===== config.mk =====
export PLATFORM = sky130hd
export DESIGN_NAME = uart_mem_loader
export DESIGN_NICKNAME = d
export VERILOG_FILES = /design/src/rtl/uart_mem_loader.sv
export SDC_FILE = /design/constraint.sdc
export NUM_CORES = 1
export LEC_CHECK = 0
export BUFFER_PORTS_ARGS = -buffer_cell sky130_fd_sc_hd__buf_2
export CAP_MARGIN = 20
export CORE_MARGIN = 4
export CORE_UTILIZATION = 40
export CTS_BUF_LIST = sky130_fd_sc_hd__clkbuf_4 sky130_fd_sc_hd__clkbuf_8 sky130_fd_sc_hd__clkbuf_16
export DETAILED_ROUTE_END_ITERATION = 16
export PLACE_DENSITY = 0.6
export SLEW_MARGIN = 20
export SYNTH_ARGS = -nofsm -noshare
export SYNTH_HDL_FRONTEND = slang
export SYNTH_SLANG_ARGS = --single-unit

===== constraint.sdc =====
create_clock -name clk -period 3 [get_ports clk]
set_input_delay 0.3 -clock clk [delete_from_list [all_inputs] [get_ports clk]]
set_output_delay 0.3 -clock clk [all_outputs]
set_load 0.03 [all_outputs]

===== src/rtl/uart_mem_loader.sv =====
// uart_mem_loader: 8N1 UART receiver feeding a framed loader (A5, 16-bit word count, LE words)
// that streams 32-bit words into memory while holding busy high.
module uart_mem_loader #(
    parameter int CLK_DIV      = 434,
    parameter int ADDR_W       = 16,
    parameter int TIMEOUT_BITS = 2048
) (
    input  logic              clk,
    input  logic              rst_n,
    input  logic              rxd,
    output logic              mem_we,
    output logic [ADDR_W-1:0] mem_addr,
    output logic [31:0]       mem_wdata,
    output logic              busy,
    output logic              done,
    output logic              err
);
    localparam int CW = $clog2(CLK_DIV + 1);
    localparam int TW = $clog2(TIMEOUT_BITS + 1);
    localparam logic [CW-1:0] DIV_LAST  = CW'(CLK_DIV - 1);
    localparam logic [CW-1:0] HALF_LAST = CW'(CLK_DIV / 2 - 1);

    typedef enum logic [1:0] {RX_IDLE, RX_START, RX_DATA, RX_STOP} rx_state_t;
    typedef enum logic [2:0] {S_SYNC, S_LEN0, S_LEN1, S_DATA, S_DONE} state_t;

    logic [1:0]        r_sync;
    logic              r_rx_prev;
    rx_state_t         r_rx_state;
    logic [CW-1:0]     r_rx_cnt;
    logic [2:0]        r_rx_bit;
    logic [7:0]        r_rx_shift;
    logic              r_rx_valid;
    logic              r_rx_ferr;
    logic [CW-1:0]     r_to_cnt;
    logic [TW-1:0]     r_to_bits;
    state_t            r_state;
    logic [15:0]       r_len;
    logic [15:0]       r_wcnt;
    logic [1:0]        r_bidx;
    logic [31:0]       r_wdata;
    logic [ADDR_W-1:0] r_addr;
    logic              r_we;
    logic              r_busy;
    logic              r_done;
    logic              r_err;

    logic w_rx;
    logic w_tick;
    logic w_timeout;
    logic w_abort;

    assign w_rx      = r_sync[1];
    assign w_tick    = r_rx_cnt == DIV_LAST;
    assign w_timeout = r_to_bits == TW'(TIMEOUT_BITS);
    assign w_abort   = r_busy && (r_rx_ferr || w_timeout);

    always_ff @(posedge clk or negedge rst_n) begin
        if (!rst_n) begin
            r_sync     <= 2'b11;
            r_rx_prev  <= 1'b1;
            r_rx_state <= RX_IDLE;
            r_rx_cnt   <= '0;
            r_rx_bit   <= '0;
            r_rx_shift <= '0;
            r_rx_valid <= 1'b0;
            r_rx_ferr  <= 1'b0;
        end else begin
            r_sync     <= {r_sync[0], rxd};
            r_rx_prev  <= w_rx;
            r_rx_valid <= 1'b0;
            r_rx_ferr  <= 1'b0;
            case (r_rx_state)
                RX_IDLE: begin
                    if (r_rx_prev && !w_rx) begin
                        r_rx_state <= RX_START;
                        r_rx_cnt   <= '0;
                    end
                end
                RX_START: begin
                    if (r_rx_cnt == HALF_LAST) begin
                        r_rx_cnt   <= '0;
                        r_rx_bit   <= '0;
                        r_rx_state <= w_rx ? RX_IDLE : RX_DATA;
                    end else begin
                        r_rx_cnt <= r_rx_cnt + 1'b1;
                    end
                end
                RX_DATA: begin
                    if (w_tick) begin
                        r_rx_cnt   <= '0;
                        r_rx_shift <= {w_rx, r_rx_shift[7:1]};
                        r_rx_bit   <= r_rx_bit + 1'b1;
                        if (r_rx_bit == 3'd7) r_rx_state <= RX_STOP;
                    end else begin
                        r_rx_cnt <= r_rx_cnt + 1'b1;
                    end
                end
                RX_STOP: begin
                    if (w_tick) begin
                        r_rx_cnt   <= '0;
                        r_rx_valid <= w_rx;
                        r_rx_ferr  <= !w_rx;
                        r_rx_state <= RX_IDLE;
                    end else begin
                        r_rx_cnt <= r_rx_cnt + 1'b1;
                    end
                end
                default: r_rx_state <= RX_IDLE;
            endcase
        end
    end

    // Idle bit-time counter; only runs while a load is active and the line is quiet.
    always_ff @(posedge clk or negedge rst_n) begin
        if (!rst_n) begin
            r_to_cnt  <= '0;
            r_to_bits <= '0;
        end else if (!r_busy || r_rx_state != RX_IDLE) begin
            r_to_cnt  <= '0;
            r_to_bits <= '0;
        end else if (r_to_cnt == DIV_LAST) begin
            r_to_cnt <= '0;
            if (!w_timeout) r_to_bits <= r_to_bits + 1'b1;
        end else begin
            r_to_cnt <= r_to_cnt + 1'b1;
        end
    end

    always_ff @(posedge clk or negedge rst_n) begin
        if (!rst_n) begin
            r_state <= S_SYNC;
            r_len   <= '0;
            r_wcnt  <= '0;
            r_bidx  <= '0;
            r_wdata <= '0;
            r_addr  <= '0;
            r_we    <= 1'b0;
            r_busy  <= 1'b0;
            r_done  <= 1'b0;
            r_err   <= 1'b0;
        end else begin
            r_we <= 1'b0;
            if (r_we) r_addr <= r_addr + 1'b1;
            if (w_abort) begin
                r_err   <= 1'b1;
                r_busy  <= 1'b0;
                r_state <= S_SYNC;
            end else begin
                case (r_state)
                    S_SYNC: begin
                        if (r_rx_valid && r_rx_shift == 8'hA5) begin
                            r_done  <= 1'b0;
                            r_err   <= 1'b0;
                            r_busy  <= 1'b1;
                            r_addr  <= '0;
                            r_state <= S_LEN0;
                        end
                    end
                    S_LEN0: begin
                        if (r_rx_valid) begin
                            r_len[7:0] <= r_rx_shift;
                            r_state    <= S_LEN1;
                        end
                    end
                    S_LEN1: begin
                        if (r_rx_valid) begin
                            r_len[15:8] <= r_rx_shift;
                            r_wcnt      <= '0;
                            r_bidx      <= '0;
                            r_state     <= ({r_rx_shift, r_len[7:0]} == 16'd0) ? S_DONE : S_DATA;
                        end
                    end
                    S_DATA: begin
                        if (r_rx_valid) begin
                            r_wdata <= {r_rx_shift, r_wdata[31:8]};
                            r_bidx  <= r_bidx + 1'b1;
                            if (r_bidx == 2'd3) begin
                                r_we   <= 1'b1;
                                r_wcnt <= r_wcnt + 1'b1;
                                if (r_wcnt + 16'd1 == r_len) r_state <= S_DONE;
                            end
                        end
                    end
                    S_DONE: begin
                        r_busy  <= 1'b0;
                        r_done  <= 1'b1;
                        r_state <= S_SYNC;
                    end
                    default: r_state <= S_SYNC;
                endcase
            end
        end
    end

    assign mem_we    = r_we;
    assign mem_addr  = r_addr;
    assign mem_wdata = r_wdata;
    assign busy      = r_busy;
    assign done      = r_done;
    assign err       = r_err;
endmodule

## Word-level counts from Yosys, hierarchy flattened

Cells that the tools add are included.
Widths: inputs -> output; s select.

| cells by class | value |
|---|---|
| add/subtract/negate cells | 7 |
| equal/unequal tests | 31 |
| reduce and logical (&&, ||, !) cells | 32 |
| bitwise operators | 1 |
| muxes and demuxes | 54 |

Operators with widths:

| kind | number |
|---|---|
| $mux 16 | 7 |
| $mux 9 | 5 |
| $mux 12 | 3 |
| $add 16x1->16 const B | 2 |
| $pmux 16 s2 | 1 |
| $mux 3 | 10 |
| $pmux 9 s3 | 1 |
| $add 9x1->9 const B | 2 |
| $eq 9x9->1 const B | 2 |
| $ne 2x2->1 const B | 9 |
| $ne 3x3->1 const B | 6 |
| $eq 16x16->1 | 1 |
| $logic_not 16->1 | 1 |
| $mux 2 | 8 |
| $reduce_and 3->1 | 5 |
| $reduce_bool 2->1 | 7 |
| $mux 1 | 13 |
| $add 12x1->12 const B | 1 |
| $eq 12x12->1 const B | 1 |
| $pmux 3 s4 | 1 |
| $reduce_and 5->1 | 2 |
| $eq 9x8->1 const B | 1 |
| $eq 8x8->1 const B | 1 |
| $pmux 2 s4 | 1 |
| 22 further kinds | 34 |

| storage, ports and cells | value |
|---|---|
| output and inout port bits | 52 |
| bits of input ports | 3 |
| register bits after elaboration | 137 |
| logic and storage cells | 146 |

## Logic depth before layout (Yosys ltp)

Gate-level depths: netlist of the first run.

| depth | value |
|---|---|
| word-level depth | 7 |
| gate-level depth with buffers | 8 |
| depth with buffers taken out | 8 |

## Least setup slack after synthesis of the first run

OpenSTA, ideal clock, no wires.

| timing path | value |
|---|---|
| path kind | register -> register |
| start point | register r_wcnt[0] |
| end point | register r_state[2] |
| setup slack | 0.861 ns |
| stages on the path, launching flop included | 9 |
| setup time | 0.111 ns |
| data required time | 2.889 ns |
| buffers on the path | 1 |
| clock period less this slack | 2.139 ns |
| arrival time | 2.028 ns |
| path through | dfrtp_1 -> ha_1 -> nand3_2 -> buf_2 -> nor3b_1 -> o2111ai_1 -> nor4_1 -> nand4_1 -> a2111oi_2 |

| on the way | value |
|---|---|
| cells in the longest elaborated chain, start to end | 4 |

Ends and longest elaborated chain:

| what | RTL line | source |
|---|---|---|
| start: declaration | 38 | `logic [15:0] r_wcnt;` |
| start signal: assignment | 179 | `r_wcnt <= r_wcnt + 1'b1;` |
| $add 16x1->16 | 180 | `if (r_wcnt + 16'd1 == r_len) r_state <= S_DONE;` |
| $eq 16x16->1 | 180 |  |
| $ne 3x3->1 (no source line) | -- |  |
| $reduce_and 6->1 (no source line) | -- |  |
| end signal: assignment | 170 | `r_state <= ({r_rx_shift, r_len[7:0]} == 16'd0) ? S_DONE : S_DATA;` |
| end: declaration | 36 | `state_t r_state;` |

Every way passes these cells.
A chain may end at the register's enable or synchronous reset.

## Worst setup path in the final report of the first run

Same ends and word-level chain as after synthesis.

==> results of run 1 <==
-- critical path, stage by stage, from the launching register on --
cell and delay [ns]:
dfrtp_1 0.48, ha_1 0.30, nand3_2 0.26, nor3b_1 0.27
o2111ai_1 0.18, nor4_1 0.37, nand4_1 0.22, a2111oi_2 0.38
-- per-stage QoR --
stage                     hold slack, ns  cells  cell area [um^2]  utilization [%]  power [mW]
after floorplan                  0.00441    639              6900                -        2.17
after global placement             0.317    893              7400             44.2        2.26
after detailed placement           0.334    893              7400             44.2        2.27
after CTS                          0.352    927              8060             48.1        4.56
after global routing               0.358    927              8070             48.1        4.69
final                              0.353    927              8070             48.1        4.49
-- area by class of cell --
class	instances	share of cell area, %
Clock buffer	22	5.90
Clock inverter	10	2.08
Inverter	19	0.884
Multi-Input combinational cell	455	40.6
Sequential cell	137	42.6
Tap cell	220	3.41
Timing Repair Buffer	64	4.58
-- per-layer routing --
layer	routed length, um	vias up	GRT usage (%)
li1	-	2398	-
met5	0	-	0
met3	761	28	4.73
met4	253	0	5.92
met1	6770	2459	20.5
met2	6400	124	22.7
-- where the power goes --
group          internal [mW]  switching (mW)
clock network           1.47           0.790
registers               1.89          0.0766
logic                  0.100           0.168
-- what timing repair did --
item / 4_1_cts / 5_1_grt
endpoints found under the hold margin: 59 / 0
gates resized for setup: 0 / 0
hold buffers: 2 / 0
-- registers in the layout, summed over array words and instances, names as in the netlist, named ones only --
name / count
busy: 1
done: 1
err: 1
mem_addr: 16
mem_wdata: 32
mem_we: 1
r_bidx: 2
r_len: 16
r_rx_bit: 3
r_rx_cnt: 9
r_rx_ferr: 1
r_rx_prev: 1
r_rx_shift: 8
r_rx_state: 1
r_rx_valid: 1
r_state: 3
r_sync: 2
r_to_bits: 12
r_to_cnt: 9
r_wcnt: 16
-- cell usage in the layout (no fill, tap or decap), types with 4 or more instances in the layout --
cell type  Yosys  layout
xnor2_1       28      28
dfrtp_1      134     134
and3_1        14      14
and4_1         4       4
xor2_1        24      24
a211oi_1       5       5
nor4_1         5       5
and2_1         4       4
a31oi_1        7       7
buf_2         13      53
clkbuf_16      0      17
nor3_1        12      12
o31ai_1        8       8
or4_1          7       7
nand3_1       25      25
nor2_1        52      51
bufinv_16      0       4
buf_4          0       7
nand2b_1       6       6
o21ai_0       40      40
ha_1          12      12
nand4_1       10      10
mux2_2        57      57
nand2_1       57      57
inv_1         19      19
a21oi_1       10      10
a2111oi_2      4       4
nor2b_1        8       8
-- cells by family after synthesis --
family	share of synthesized area [%]
and+or+nand+nor	18.5
DFF	49.8
AOI/OAI and AO/OA	10.3
muxes	9.91
xor gates and xnor gates	6.60
buffers and inverters	2.79
adders and majority gates	2.18
-- worst min path at each step --
stage                          from     endpoint  slack, ns
final                     r_sync[0]    r_sync[1]       0.35
after global routing      r_sync[0]    r_sync[1]       0.36
after CTS                 r_sync[0]    r_sync[1]       0.35
after detailed placement      rst_n  r_to_cnt[5]       0.33
after global placement        rst_n  r_to_cnt[4]       0.32
after floorplan               rst_n    async pin      0.004
==> reports/results.tsv, run 1 <==
metric	value	unit
CP startpoint kind	flop	
hpwl dp	9780	um
crit path capture type	flop	
# IOs	55	
fin crit period	2.57	ns
synth cell count leaders	dfrtp_1, mux2_2, nand2_1	
detailed-route wire length	14200	um
ratio of cells with drive above 1 in the final layout	25.3	%
first-pass GRT wire length	24400	um
end point of the critical path	r_state[2]	
row count	47	
Initial Util	41.1	%
Layout fillers	1549	
setup bufs post-CTS	0	
leakage	3.79	nW
Overflow after GRT	0	
initial antenna violation count	0	
FF/Latch Area	3430	um^2
Clock Sinks	137	
PwrDens	557	nW/um^2
area of the multi-input gates	3270	um^2
Synth Warn #	0	
setup TNS	0	ns
Data required, critical path	3.31	ns
cts bufs inserted	17	
Slew Limit Fails	0	
peak supply drop	487	uV
dpl ws	0.459	ns
Max-slew headroom	54.9	%
post-synth top area share	48.6	%
post-synthesis cell area	6900	um^2
Worst-Skew Late Latency	0.43	ns
RR Endpoint	r_state[2]	
largest area contributor in the netlist	dfrtp_1	
post-synthesis sequential area ratio	49.8	%
synth top area cells	dfrtp_1, mux2_2, xnor2_1, nand2_1, xor2_1	
hold depth	0	
Crit Path Class	reg -> reg	
clock root buffer	clkbuf_16	
Reg2Reg Setup Slack	0.43	ns
post-route ant nets	0	
worst r2r src	r_wcnt[0]	
setup slack after layout	0.428	ns
RePlAce Congestion	0.837	
fmax	389	MHz
global router's overall resource usage	15.1	%
RSZ-0062 raised after global routing	false	
nets	709	
H-tree levels	4	
period utilisation layout	85.7	%
CP arrival	2.88	ns
Port Buffers	54	
FF+latch count, synth	137	
worst hold path class	reg -> reg	
wire per inst	15.3	um
n_diodes	0	
largest net degree at the start of global routing	61	
DR DRC count	0	
Distinct cells, synth	68	
core area	16800	um^2
Via Count	5009	
Max-Cap Viols	0	
Setup Skew	0.0155	ns
status	finished, final reports clean	
Slew @ Worst Pin	0.673	ns
die area	19400	um^2
syn avg cell area	10.8	um^2
vias in the first global route	4962	
Main synth FF type	dfrtp_1	
initial DRC count	214	
clock tree buffer depth	2	
Post-Syn Nets	654	
Synth Instances	639	
r2r worst-path depth	7	
P&R area growth vs syn	16.9	%
TritonRoute pass-1 iters	4	
dominant cell by count in the synthesized netlist	dfrtp_1	
critical path peak fanout	11	
Synth async-reset ratio	100	%
final setup vio count	0	
CTS tree	done	
Fin. Hold Viols	0	
Reg clk slew, reported paths	0.06	ns
DIE HEIGHT	139	um
die width	139	um
Post-synth EDFFs	0	
DR vias/cell	5.40	
crit path from	r_wcnt[0]	
No activity file was read; power rests on OpenSTA's default activity.
==> run 2: changes to the inputs <==
CELL_PAD_IN_SITES_DETAIL_PLACEMENT = 0   (was default)
CELL_PAD_IN_SITES_GLOBAL_PLACEMENT = 1   (was default)
PLACE_DENSITY = 0.71   (was 0.6)
==> reports/results.tsv, run 2 (synthesis gave the netlist of run 1 again) <==
metric	value	unit
ratio of cells with drive above 1 in the final layout	25.5	%
# IOs	55	
row count	47	
detailed-route wire length	14800	um
die area	19400	um^2
leakage	3.77	nW
dpl ws	0.433	ns
most frequent cells in the layout	dfrtp_1, nand2_1, mux2_2	
sequential share of power	45.5	%
Data required, critical path	3.31	ns
Port Buffers	54	
H-tree levels	4	
slowest cell on the critical path	dfrtp_1	
n_diodes	0	
Resized Gates After CTS	0	
DR vias/cell	5.30	
Setup Skew	0.0152	ns
Slew Limit Fails	0	
status	finished, final reports clean	
Post-Layout Inst Area	8020	um^2
Core Util, Final	47.9	%
CP arrival	2.94	ns
Crit Path Class	reg -> reg	
clock tree buffer depth	2	
flip-flop count of the largest register after layout	32	
P&R area growth vs syn	16.3	%
vias in the first global route	4926	
crit path capture type	flop	
Clock Sinks	137	
cts bufs inserted	17	
Initial Util	41.1	%
CTS tree	done	
TritonRoute pass-1 iters	4	
commonest non-fill, non-tap cell in the layout	dfrtp_1	
hpwl dp	10300	um
PwrDens	537	nW/um^2
peak supply drop	362	uV
Int Pwr	3.11	mW
fmax	381	MHz
Worst-Skew Late Latency	0.43	ns
die width	139	um
global router's overall resource usage	15.9	%
DR DRC count	0	
setup bufs post-CTS	0	
critical path peak fanout	11	
initial antenna violation count	0	
clock power share	48.1	%
initial DRC count	222	
first-pass GRT wire length	25400	um
period utilisation layout	87.5	%
cts-stage hold buffer count	2	
Largest stage delay, worst path	0.47	ns
Max-Cap Viols	0	
Reg clk slew, reported paths	0.07	ns
Fin. Hold Viols	0	
DIE HEIGHT	139	um
core area	16800	um^2
worst hold path class	reg -> reg	
Layout fillers	1583	
cells along the critical path	ha_1 -> nand3_2 -> nor4_4 -> o32ai_1 -> nor4_1 -> nand4_1 -> a2111oi_2	
Max-slew headroom	48.7	%
post-route ant nets	0	
RePlAce Congestion	0.865	
nets	711	
FF/Latch Area	3430	um^2
setup TNS	0	ns
final setup vio count	0	
Via Count	4920	
setup slack after layout	0.374	ns
P_sw	1.20	mW
Hold WS	0.356	ns
Comb pwr share	6.4	%
Overflow after GRT	0	
Switching Share	27.8	%
area of the multi-input gates	3270	um^2
Slew @ Worst Pin	0.769	ns
largest net degree at the start of global routing	84	
wire per inst	15.9	um
CP startpoint kind	flop	
fin crit period	2.63	ns
clock root buffer	clkbuf_16	
RSZ-0062 raised after global routing	false	
area post-placement	7400	um^2
run 2: cell types whose count changed in the layout (fill, tap and decap cells not counted), sizes merged:
cell / previous run / this run
buf: 62 / 64
bufinv: 4 / 0
inv: 21 / 28
clkinv: 3 / 5
clkbuf: 22 / 17
run 2: worst paths after layout:
check / cells after the start / slack [ns] / from / end
setup / recovery: 7 / 0.37 / r_wcnt[0] / r_state[2]
hold / removal: 0 / 0.36 / r_sync[0] / r_sync[1]
setup reg to reg: 7 / 0.37 / r_wcnt[0] / r_state[2]
hold reg to reg: 0 / 0.36 / r_sync[0] / r_sync[1]
max in group asynchronous: 3 / 1.66 / rst_n / r_len[4]
min in group asynchronous: 2 / 0.49 / rst_n / r_to_cnt[5]
run 2: layer usage:
metal  vias up  part of all wire (%)  track usage, %
met3        11                   3.9            4.22
met2        79                    48            25.1
met5         -                     0               0
li1       2397                     -               -
met1      2433                    47            21.4
met4         0                   1.2            5.25
run 2: layout make-up:
type	count	share of cell area (%)
clock buffers	17	5.30
clock inverters	15	2.15
inverters	19	0.889
multi-input cells	455	40.8
flip-flops and latches	137	42.8
well taps	220	3.43
repair buffers	66	4.63
run 2: power groups by stage:
stage / Clock [mW] / Sequential (mW) / Combinational [mW]
final: 2.07 / 1.96 / 0.274
after global routing: 2.21 / 1.98 / 0.327
after CTS: 2.13 / 1.96 / 0.281
after detailed placement: 0 / 2.00 / 0.277
after global placement: 0 / 1.99 / 0.269
after floorplan: 0 / 1.96 / 0.211
run 2: stage by stage:
stage               cells  power (mW)
floorplan             639        2.17
global placement      895        2.26
detailed placement    895        2.27
CTS                   929        4.37
global route          929        4.51
finish                929        4.31
run 2: critical path, delay by kind of cell (launching register included):
kind	cells	cell delay [ns]
simple gates	4	1.21
fa+ha+maj	1	0.31
compound gates	2	0.51
flops	1	0.47
==> run 3: changes to the inputs <==
GPL_TIMING_DRIVEN = 0   (was default)
clock period = 3.2 ns   (was 3 ns; I/O delays follow)
==> reports/results.tsv, run 3 (synthesis gave the netlist of run 1 again) <==
metric	value	unit
post-route ant nets	0	
P&R area growth vs syn	17.2	%
r2r worst-path depth	8	
RSZ-0062 raised after global routing	false	
ratio of cells with drive above 1 in the final layout	25.3	%
Fin. Hold Viols	0	
clock tree buffer depth	2	
Via Count	4982	
# IOs	55	
delay-heaviest family, CP	simple AND/OR/NAND/NOR gates	
min-delay src	r_sync[0]	
fmax	374	MHz
RePlAce Congestion	0.846	
final non-filler cell total	948	
RR Endpoint	r_state[2]	
Data required, critical path	3.51	ns
Crit Path Class	reg -> reg	
vias in the first global route	4837	
global router's overall resource usage	15.6	%
first-pass GRT wire length	24900	um
Port Buffers	54	
critical path peak fanout	10	
CP Depth	8	
Max-Cap Viols	0	
initial antenna violation count	0	
hpwl dp	10300	um
n_diodes	0	
Overflow after GRT	0	
Slew Limit Fails	0	
largest net degree at the start of global routing	93	
slowest cell on the critical path	dfrtp_1	
Max-slew headroom	40.6	%
row count	47	
commonest non-fill, non-tap cell in the layout	dfrtp_1	
period utilisation layout	83.6	%
leakage	3.81	nW
TritonRoute pass-1 iters	4	
worst r2r src	r_wcnt[0]	
cts bufs inserted	17	
Slew @ Worst Pin	0.884	ns
worst hold path class	reg -> reg	
Hold WS	0.358	ns
DR vias/cell	5.26	
initial DRC count	202	
detailed-route wire length	14700	um
CP startpoint kind	flop	
final setup vio count	0	
Post-Layout Inst Area	8080	um^2
nets	730	
flip-flop count of the largest register after layout	32	
wire per inst	15.5	um
Worst-Skew Late Latency	0.42	ns
most frequent cells in the layout	dfrtp_1, buf_2, nand2_1, mux2_2, nor2_1	
Clock Sinks	137	
DR DRC count	0	
die width	139	um
DIE HEIGHT	139	um
CP arrival	2.98	ns
core area	16800	um^2
peak supply drop	408	uV
Placed Instances	914	
H-tree levels	4	
clock root buffer	clkbuf_16	
Reg2Reg Setup Slack	0.53	ns
crit path from	r_wcnt[0]	
crit path capture type	flop	
fin crit period	2.67	ns
hold depth	0	
CTS tree	done	
Largest stage delay, worst path	0.51	ns
cells along the critical path	ha_1 -> nand3_2 -> buf_2 -> nor3b_1 -> o2111ai_1 -> nor4_1 -> nand4_1 -> a2111oi_2	
CP bufs+invs	1	
area post-placement	7480	um^2
PwrDens	498	nW/um^2
Setup Skew	0.0122	ns
Hold Path End	r_sync[1]	
Reg clk slew, reported paths	0.06	ns
status	finished, final reports clean	
die area	19400	um^2
Initial Util	41.1	%
==> run 3: cell count changes in the layout (fill, tap and decap cells not counted), sizes merged <==
cell / previous run / this run
clkbuf: 17 / 31
bufinv: 0 / 1
clkinv: 5 / 4
buf: 64 / 69
==> run 3: worst max path at each step <==
stage | end | slack [ns]
2_1_floorplan | r_state[2] | 1.06
3_3_place_gp | mem_wdata[5] | -0.06
3_5_place_dp | r_state[2] | 0.51
4_1_cts | r_state[2] | 0.48
5_1_grt | r_state[2] | 0.21
6_report | r_state[2] | 0.53
==> run 3: stage by stage <==
stage | setup TNS (ns) | util [%] | worst slack [ns] | power (mW)
6_report | 0 | 48.2 | 0.526 | 4.03
5_1_grt | 0 | 48.2 | 0.212 | 4.22
4_1_cts | 0 | 48.2 | 0.481 | 4.09
3_5_place_dp | 0 | 44.6 | 0.511 | 2.14
3_3_place_gp | -5.88 | 44.4 | -0.0590 | 2.13
2_1_floorplan | 0 | - | 1.06 | 2.03
==> run 3: report_power, final <==
group,leakage (nW),internal [mW],switching [mW]
clock,0.285,1.10,0.814
sequential,1.90,1.77,0.0470
combinational,1.63,0.0991,0.193
==> run 3: cell type report <==
cell class	count	area, um^2
Multi-Input combinational cell	455	3270
Buffer	28	121
Fill cell	1552	8680
Clock buffer	17	425
Sequential cell	137	3430
Inverter	19	71.3
Tap cell	220	275
Timing Repair Buffer	57	328
Clock inverter	15	155
==> run 3: timing repair <==
action / in CTS / in global routing
buffers inserted: 0 / 0
hold buffers: 2 / 0
gates resized for setup: 0 / 0
hold endpoints to repair: 46 / 0
==> run 3: layer usage <==
layer / track usage (%) / part of all wire, %
met1: 22.4 / 49
met5: 0 / 0
met4: 4.17 / 0.84
met2: 23.5 / 46
met3: 4.08 / 3.8
